## config.mk

```make
export PLATFORM = sky130hd
export DESIGN_NAME = btb_assoc_flat
export DESIGN_NICKNAME = d
export VERILOG_FILES = /design/src/rtl/btb_assoc_if.sv /design/src/rtl/btb_assoc.sv /design/src/flat_wrapper.sv
export SDC_FILE = /design/constraint.sdc
export NUM_CORES = 2
export LEC_CHECK = 0
export ABC_AREA = 1
export ABC_CLOCK_PERIOD_IN_PS = 80700
export CAP_MARGIN = 25
export CELL_PAD_IN_SITES_DETAIL_PLACEMENT = 1
export CELL_PAD_IN_SITES_GLOBAL_PLACEMENT = 2
export CORE_ASPECT_RATIO = 2
export CORE_UTILIZATION = 38
export CTS_CLUSTER_DIAMETER = 200
export CTS_CLUSTER_SIZE = 8
export DETAILED_ROUTE_END_ITERATION = 16
export PLACE_DENSITY_LB_ADDON = 0.1
export SLEW_MARGIN = 20
export SYNTH_ARGS = -nofsm -noshare
export SYNTH_HDL_FRONTEND = slang
export SYNTH_SLANG_ARGS = --single-unit
export TNS_END_PERCENT = 5
```

## constraint.sdc

```tcl
create_clock -name clk -period 80.7 [get_ports clk]
set_input_delay 16.14 -clock clk [delete_from_list [all_inputs] [get_ports clk]]
set_output_delay 16.14 -clock clk [all_outputs]
set_load 0.05 [all_outputs]
```

## src/rtl/btb_assoc_if.sv

```systemverilog
// Fetch-side lookup and EX-side update bus of the set-associative branch target buffer.
// master = core side, slave = BTB.
interface btb_assoc_if #(
   parameter int unsigned ADDR_W = 32
) ();
   logic              flush;
   logic [ADDR_W-1:0] pc;
   logic              pred_hit;
   logic              pred_taken;
   logic [ADDR_W-1:0] pred_target;
   logic              upd_valid;
   logic [ADDR_W-1:0] upd_pc;
   logic              upd_taken;
   logic [ADDR_W-1:0] upd_target;

   modport master (
      output flush, pc, upd_valid, upd_pc, upd_taken, upd_target,
      input  pred_hit, pred_taken, pred_target
   );

   modport slave (
      input  flush, pc, upd_valid, upd_pc, upd_taken, upd_target,
      output pred_hit, pred_taken, pred_target
   );
endinterface

```

## src/rtl/btb_assoc.sv

```systemverilog
// Set-associative BTB: combinational lookup on the fetch PC, registered update from EX,
// saturating direction counters and per-set round-robin replacement.
module btb_assoc #(
   parameter int unsigned ADDR_W = 32,
   parameter int unsigned SETS   = 16,
   parameter int unsigned WAYS   = 2,
   parameter int unsigned CNT_W  = 2
) (
   input logic       clk,
   input logic       rst,
   btb_assoc_if.slave bus
);
   localparam int unsigned IDX_W = $clog2(SETS);
   localparam int unsigned WAY_W = (WAYS > 1) ? $clog2(WAYS) : 1;
   localparam int unsigned TAG_W = ADDR_W - IDX_W - 2;

   localparam logic [CNT_W-1:0] CNT_MAX = {CNT_W{1'b1}};
   localparam logic [CNT_W-1:0] WEAK_T  = CNT_W'(1 << (CNT_W - 1));
   localparam logic [CNT_W-1:0] WEAK_NT = CNT_W'((1 << (CNT_W - 1)) - 1);

   logic              valid_q  [SETS][WAYS];
   logic [TAG_W-1:0]  tag_q    [SETS][WAYS];
   logic [ADDR_W-1:0] target_q [SETS][WAYS];
   logic [CNT_W-1:0]  cnt_q    [SETS][WAYS];
   logic [WAY_W-1:0]  rr_q     [SETS];

   logic [IDX_W-1:0] lk_idx, up_idx;
   logic [TAG_W-1:0] lk_tag, up_tag;
   logic             lk_hit, lk_taken;
   logic [WAY_W-1:0] lk_way;

   logic             up_hit, all_valid, rr_adv, tgt_wr;
   logic [WAY_W-1:0] up_way, inv_way, wr_way, rr_nxt;
   logic [CNT_W-1:0] cnt_cur, cnt_inc, cnt_dec, wr_cnt;

   logic unused_pc_lsb;
   assign unused_pc_lsb = ^{bus.pc[1:0], bus.upd_pc[1:0]};

   assign lk_idx = bus.pc[IDX_W+1:2];
   assign lk_tag = bus.pc[ADDR_W-1:IDX_W+2];
   assign up_idx = bus.upd_pc[IDX_W+1:2];
   assign up_tag = bus.upd_pc[ADDR_W-1:IDX_W+2];

   // Descending scan so the lowest matching way is the one left standing.
   always_comb begin
      lk_hit = 1'b0;
      lk_way = '0;
      for (int w = WAYS - 1; w >= 0; w--) begin
         if (valid_q[lk_idx][w] && tag_q[lk_idx][w] == lk_tag) begin
            lk_hit = 1'b1;
            lk_way = WAY_W'(w);
         end
      end
   end

   assign lk_taken        = lk_hit & cnt_q[lk_idx][lk_way][CNT_W-1];
   assign bus.pred_hit    = lk_hit;
   assign bus.pred_taken  = lk_taken;
   assign bus.pred_target = lk_taken ? target_q[lk_idx][lk_way] : '0;

   always_comb begin
      up_hit    = 1'b0;
      up_way    = '0;
      all_valid = 1'b1;
      inv_way   = '0;
      for (int w = WAYS - 1; w >= 0; w--) begin
         if (valid_q[up_idx][w] && tag_q[up_idx][w] == up_tag) begin
            up_hit = 1'b1;
            up_way = WAY_W'(w);
         end
         if (!valid_q[up_idx][w]) begin
            all_valid = 1'b0;
            inv_way   = WAY_W'(w);
         end
      end
   end

   always_comb begin
      cnt_cur = cnt_q[up_idx][up_way];
      cnt_inc = (cnt_cur == CNT_MAX) ? cnt_cur : cnt_cur + CNT_W'(1);
      cnt_dec = (cnt_cur == '0) ? cnt_cur : cnt_cur - CNT_W'(1);
      rr_nxt  = (WAYS == 1) ? '0 : rr_q[up_idx] + WAY_W'(1);
      if (up_hit) begin
         wr_way = up_way;
         wr_cnt = bus.upd_taken ? cnt_inc : cnt_dec;
      end else begin
         wr_way = all_valid ? rr_q[up_idx] : inv_way;
         wr_cnt = bus.upd_taken ? WEAK_T : WEAK_NT;
      end
      // A hit keeps the old target on not-taken; a fill always takes the new one.
      tgt_wr = !up_hit || bus.upd_taken;
      rr_adv = !up_hit && all_valid;
   end

   always_ff @(posedge clk or posedge rst) begin
      if (rst) begin
         for (int s = 0; s < SETS; s++) begin
            rr_q[s] <= '0;
            for (int w = 0; w < WAYS; w++) begin
               valid_q[s][w]  <= 1'b0;
               tag_q[s][w]    <= '0;
               target_q[s][w] <= '0;
               cnt_q[s][w]    <= '0;
            end
         end
      end else if (bus.flush) begin
         for (int s = 0; s < SETS; s++) begin
            rr_q[s] <= '0;
            for (int w = 0; w < WAYS; w++) begin
               valid_q[s][w] <= 1'b0;
            end
         end
      end else if (bus.upd_valid) begin
         valid_q[up_idx][wr_way] <= 1'b1;
         tag_q[up_idx][wr_way]   <= up_tag;
         cnt_q[up_idx][wr_way]   <= wr_cnt;
         if (tgt_wr) begin
            target_q[up_idx][wr_way] <= bus.upd_target;
         end
         if (rr_adv) begin
            rr_q[up_idx] <= rr_nxt;
         end
      end
   end
endmodule

```

## src/flat_wrapper.sv

```systemverilog
// flat-port wrapper written by rule: the top's interface ports become plain ports
module btb_assoc_flat 
#(
   parameter int unsigned ADDR_W = 32,
   parameter int unsigned SETS   = 16,
   parameter int unsigned WAYS   = 2,
   parameter int unsigned CNT_W  = 2
)
  (clk, rst, bus_flush, bus_pc, bus_upd_valid, bus_upd_pc, bus_upd_taken, bus_upd_target, bus_pred_hit, bus_pred_taken, bus_pred_target);
  btb_assoc_if #(.ADDR_W(ADDR_W)) bus_i ();
  input logic clk;
  input logic rst;
  input wire logic [$bits(bus_i.flush)-1:0] bus_flush;
  input wire logic [$bits(bus_i.pc)-1:0] bus_pc;
  input wire logic [$bits(bus_i.upd_valid)-1:0] bus_upd_valid;
  input wire logic [$bits(bus_i.upd_pc)-1:0] bus_upd_pc;
  input wire logic [$bits(bus_i.upd_taken)-1:0] bus_upd_taken;
  input wire logic [$bits(bus_i.upd_target)-1:0] bus_upd_target;
  output wire logic [$bits(bus_i.pred_hit)-1:0] bus_pred_hit;
  output wire logic [$bits(bus_i.pred_taken)-1:0] bus_pred_taken;
  output wire logic [$bits(bus_i.pred_target)-1:0] bus_pred_target;
  assign bus_i.flush = bus_flush;
  assign bus_i.pc = bus_pc;
  assign bus_i.upd_valid = bus_upd_valid;
  assign bus_i.upd_pc = bus_upd_pc;
  assign bus_i.upd_taken = bus_upd_taken;
  assign bus_i.upd_target = bus_upd_target;
  assign bus_pred_hit = bus_i.pred_hit;
  assign bus_pred_taken = bus_i.pred_taken;
  assign bus_pred_target = bus_i.pred_target;
  btb_assoc #(.ADDR_W(ADDR_W), .SETS(SETS), .WAYS(WAYS), .CNT_W(CNT_W)) u_core (.clk(clk), .rst(rst), .bus(bus_i));
endmodule
```

* Word-level counts from Yosys, hierarchy flattened *
Cells that the tools add are included.

cells by class
  add/subtract/negate cells = 3
  multiply operators = 0
  divide/modulo/power cells = 0
  magnitude comparators = 7
  eq/ne operators = 5
  shift operators = 0
  muxes and demuxes = 78
  bitwise logic cells = 8
  reduce and logical (&&, ||, !) cells = 15

operator list
  cell                count
  $bwmux 1024         1
  $bwmux 832          1
  $bmux 52 s4         2
  $mux 52             5
  $bmux 64 s4         1
  $demux 64 s4        1
  $mux 32             7
  $demux 52 s4        1
  $mux 64             3
  $eq 26x26->1        4
  $bwmux 64           1
  $mux 16             3
  $mux 2              17
  $bmux 4 s4          2
  $demux 32 s1        1
  $or 32x32->32       1
  $demux 26 s1        1
  $mux 26             1
  $mux 4              5
  $bmux 2 s4          2
  $bwmux 16           1
  $demux 4 s4         1
  $mux 1              16
  $ge 5x5->1 const B  2
  other kinds (23)    36

storage, ports and cells
  register bits = 1,968
  bits in latches = 0
  memory bits (writable) = 0
  memory bits (read-only) = 0
  bits of input ports = 101
  output and inout bits = 34
  logic and storage cells = 260
  memories = 0

* Depth between registers and ports, before layout *
  depth in word-level cells = 19
  gate-level depth with buffers = 28
  depth with buffers taken out = 24

* Least setup slack after synthesis *
No wires, ideal clock.

  path type = input -> output
  start = in bus_pc[2]
  end = out bus_pred_target[12]
  arrival time = 19,117 ps
  required time = 64,560 ps
  slack = 45,443 ps
  stages on the path = 13
  buffers on the path = 6
  path through = inv_2 -> clkbuf_1 -> clkbuf_1 -> clkbuf_1 -> buf_1 -> clkbuf_1 -> clkbuf_1 -> nand2_1 -> a221oi_1 -> o22ai_1 -> nand3_1 -> nand2_1 -> nor2_1

on the way
  word-level cells in the longest chain between the ends = 14
  elaborated cells between the ends (all ways) = 29
  those cells by class = eq/ne: 2; mux: 22; bitwise: 3; reduce/logical: 2

RTL lines
  item                                         RTL line                                           RTL
  start, declared                              flat_wrapper.sv:14                                 input wire logic [$bits(bus_i.pc)-1:0] bus_pc;
  $not 4->5 (implied by the code) (*)          btb_assoc.sv:49, btb_assoc.sv:56, btb_assoc.sv:59
  $bmux 52 s4                                  btb_assoc.sv:49                                    if (valid_q[lk_idx][w] && tag_q[lk_idx][w] == lk_tag) begin
  $mux 52 (implied by the code) (2 in series)  btb_assoc.sv:49
  $eq 26x26->1                                 btb_assoc.sv:49
  $logic_and 1x1->1                            btb_assoc.sv:49
  $mux 1 (2 in series)                         btb_assoc.sv:49
  $not 1->2 (implied by the code)              btb_assoc.sv:56, btb_assoc.sv:59
  $mux 2 (implied by the code) (3 in series)   btb_assoc.sv:56                                    assign lk_taken = lk_hit & cnt_q[lk_idx][lk_way][CNT_W-1];
  $and 1x1->1                                  btb_assoc.sv:56
  $mux 32 (*)                                  btb_assoc.sv:59                                    assign bus.pred_target = lk_taken ? target_q[lk_idx][lk_way] : '0;
  end, declared                                flat_wrapper.sv:21                                 output wire logic [$bits(bus_i.pred_target)-1:0] bus_pred_target;

Every way passes the cells marked *; elsewhere a longest branch is shown, timed or not. The select of a mux whose other input is x is not followed.

* Final worst setup path *
  start = in bus_pc[2]
  end = out bus_pred_target[10]

The elaborated chain is that of the path after synthesis.

==> results.md <==
* Area Overhead vs Synth at 10.9%
* Hold path depth at 2
* CTS Buf Count at roughly 290
* Final ANT Viol Nets at 0
* Flop2flop setup slack at 74680 ps
* Post-layout nets at between 10000 and 15000
* Sequential element share of the synthesized area at approximately 49%
* Hold_buf cts at 0
* PwrDens at around 24 nW/um2
* Ports at about 140
* Top-count cell post-synth: nand2_1
* H-tree lvl count at 5
* Area contributors post-synth: dfrtp_1 (49%), nand2_1 (17%), o21ai_0 (12%)
* GPL Wtd Cong at between 0.8 and 0.9
* FF-to-FF Start: u_core.tag_q[484]
* Setup violations, final at 0
* Hpwl dp at between 200 and 300 mm
* Clock transition at path regs at 50 ps
* Chip Height at 730 um
* WL/cell at ~28 um
* Iter 0 DRT Violations at ~7500
* Worst Max-Slew Pin Slew at about 1300 ps
* Root buf cell: clkbuf_16
* Hold path start: u_core.tag_q[128]
* Synthesized net count at between 10000 and 15000
* Fin crit share at a little under 50%
* Static leakage at between 50 and 60 nW
* Final setup TNS at 0 ps
* Clk buf depth at 4
* Core Footprint at around 260000 um2
* TritonRoute pass-1 iters at 5
* Cell Area, Synth at about 100000 um2
* Clock Skew at 45.4 ps
* Period minus WS final at 39970 ps
* Top cells by count, synth: nand2_1 (4459), o21ai_0 (2374), dfrtp_1 (1968), nor2_1 (802), inv_1 (773)
* RSZ-0062 raised after global routing: no
* Hold_ws at 480 ps
* Worst Path Class, Setup: primary input to output port
* Max IR drop VDD at around 0.016 mV
* Worst hold endpoint: u_core.tag_q[128]
* Post-synth EDFFs at 0
* Reg2reg path depth at 18
* CP required at about 65000 ps
* Via count at between 90000 and 100k
* Clk_lat worst skew at 880 ps
* Worst path arrival time at between 20000 and 25000 ps
* Starting Density at a little under two fifths
* Synth cell types at 42
* Initial antenna violation count at 31
* Synth warn at 0
* Global Route Usage Sum at between 30% and 40%
* Number of buffers added on ports at 130
* Power Total at approximately 0.0027 W
* # rows at approximately 270
* Largest net degree at the start of global routing at about 190
* Post-Syn Area per Cell at ~7.4 um2
* Die area at 267000 um2
* Max Transition Viols Final at 0
* Residual DRC at 0
* Critical Path Fanout Max at 95
* Rel. slew slack at between 10% and 20%
* Top_reg_cell synth: dfrtp_1
* Global-route wire length before repair at about 700 mm
* GRT Residual Overflow at 0
* Post-CTS Setup Repair Bufs at 0
* CTS resizes at 0
* CTS tree: done
* Final Hold Fails at 0
* Synth Instances at 13600
* Hold/Removal Path Class: register to register
* Clock sinks at approximately 2000
* Fraction of layout cells with a size suffix above 1 at ~4.9%
* Routed WL at ~460 mm
* Ys async rst share at 100%
* Die X at around 370 um
* Yosys top cell area share at 48.9%
* #FFs+latches synth at slightly below 2000
* Status: finished clean
* Crit. End Element: output port
* Max Clock Freq at around 25 MHz
* Cell taking the most area after synthesis: dfrtp_1
* Max cap viols at 0
* FF-to-FF End: u_core.target_q[603]
* Worst setup SP type: primary input
* Vias in the first global route at between 100k and 150k
* Vias per cell at slightly below 6
-- worst max path at each step --
stage	start	to	slack, ps	cells past startpoint
after floorplan	rst	u_core.cnt_q[0]	8980	1
after global placement	bus_pc[2]	bus_pred_target[10]	40780	22
after detailed placement	bus_pc[2]	bus_pred_target[10]	40760	22
after CTS	bus_pc[2]	bus_pred_target[10]	40720	22
after global routing	bus_pc[2]	bus_pred_target[10]	40640	21
final	bus_pc[2]	bus_pred_target[10]	40730	22
-- kinds of logic (layout without fill, tap and decap cells) --
family	Yosys count	after routing	synth area share, %
other cells	0	10	0
xor+xnor	23	23	0.200
buf+inv	1940	1466	7.75
mux	1	1	0.00994
simple gates	5610	5610	21.5
flops	1968	1968	48.9
compound gates	4029	4029	21.7
-- worst max-delay path: stages --
cell	delay [ps]
buf_8	260
inv_8	500
buf_4	770
buf_4	680
o21ai_0	160
o211ai_1	230
nand3_1	190
o21ai_0	190
buf_4	240
xor2_1	490
nand2_1	110
nor2_1	100
nand2_1	60
nor2_1	480
nand3_4	100
buf_4	430
nand2_2	220
buf_4	750
nand2_1	110
nand2_1	250
nor2_1	80
clkdlybuf4s50_1	800
-- power breakdown --
part	total, W	leakage [nW]	internal, W	switching [W]
combinational	0.000394	23.6	0.000130	0.000263
sequential	0.00119	24.6	0.00111	0.0000723
clock	0.00111	3.74	0.000649	0.000459
total	0.00269	52.0	0.00189	0.000795
-- metrics by stage --
step	util, %	cell area [um2]	instances	setup slack [ps]
2_1_floorplan	-	101000	13600	8980
3_3_place_gp	39.3	104000	16300	40780
3_5_place_dp	39.3	104000	16300	40760
4_1_cts	42.2	111000	16600	40720
5_1_grt	42.3	112000	16600	40640
6_report	42.3	112000	16600	40730
-- cells in the final DEF, fill, tap and decap left out, types with 124 or more instances in the layout --
cell,instances
inv_1,763
o211ai_1,135
nand3_1,277
o22ai_1,164
o21ai_0,2372
o21a_1,224
clkbuf_16,299
clkdlybuf4s50_1,124
a21oi_1,628
buf_4,216
nand2_1,4423
nor2_1,799
o21ai_1,353
dfrtp_1,1968
-- state kept, by name, indices dropped and copies added (netlist names) --
name / flops
u_core.cnt_q: 64
u_core.rr_q: 16
u_core.tag_q: 832
u_core.target_q: 1024
u_core.valid_q: 32
-- per-layer routing --
| metal | global-route usage [%] | vias up | wire [um] |
|---|---|---|---|
| li1 | - | 43000 | - |
| met5 | 0 | - | 46 |
| met4 | 21.1 | 6 | 32900 |
| met3 | 3.93 | 1131 | 20600 |
| met1 | 39.5 | 49500 | 179000 |
| met2 | 59.9 | 2850 | 227000 |
-- cell type report --
| class | count | area (um2) |
|---|---|---|
| Tap cell | 3497 | 4380 |
| Timing Repair Buffer | 369 | 3450 |
| Antenna cell | 10 | 25.0 |
| Clock inverter | 10 | 129 |
| Inverter | 788 | 3020 |
| Fill cell | 32200 | 152000 |
| Clock buffer | 299 | 7480 |
| Sequential cell | 1968 | 49200 |
| Multi-Input combinational cell | 9663 | 44000 |
Power figures use the tool's default switching activity.
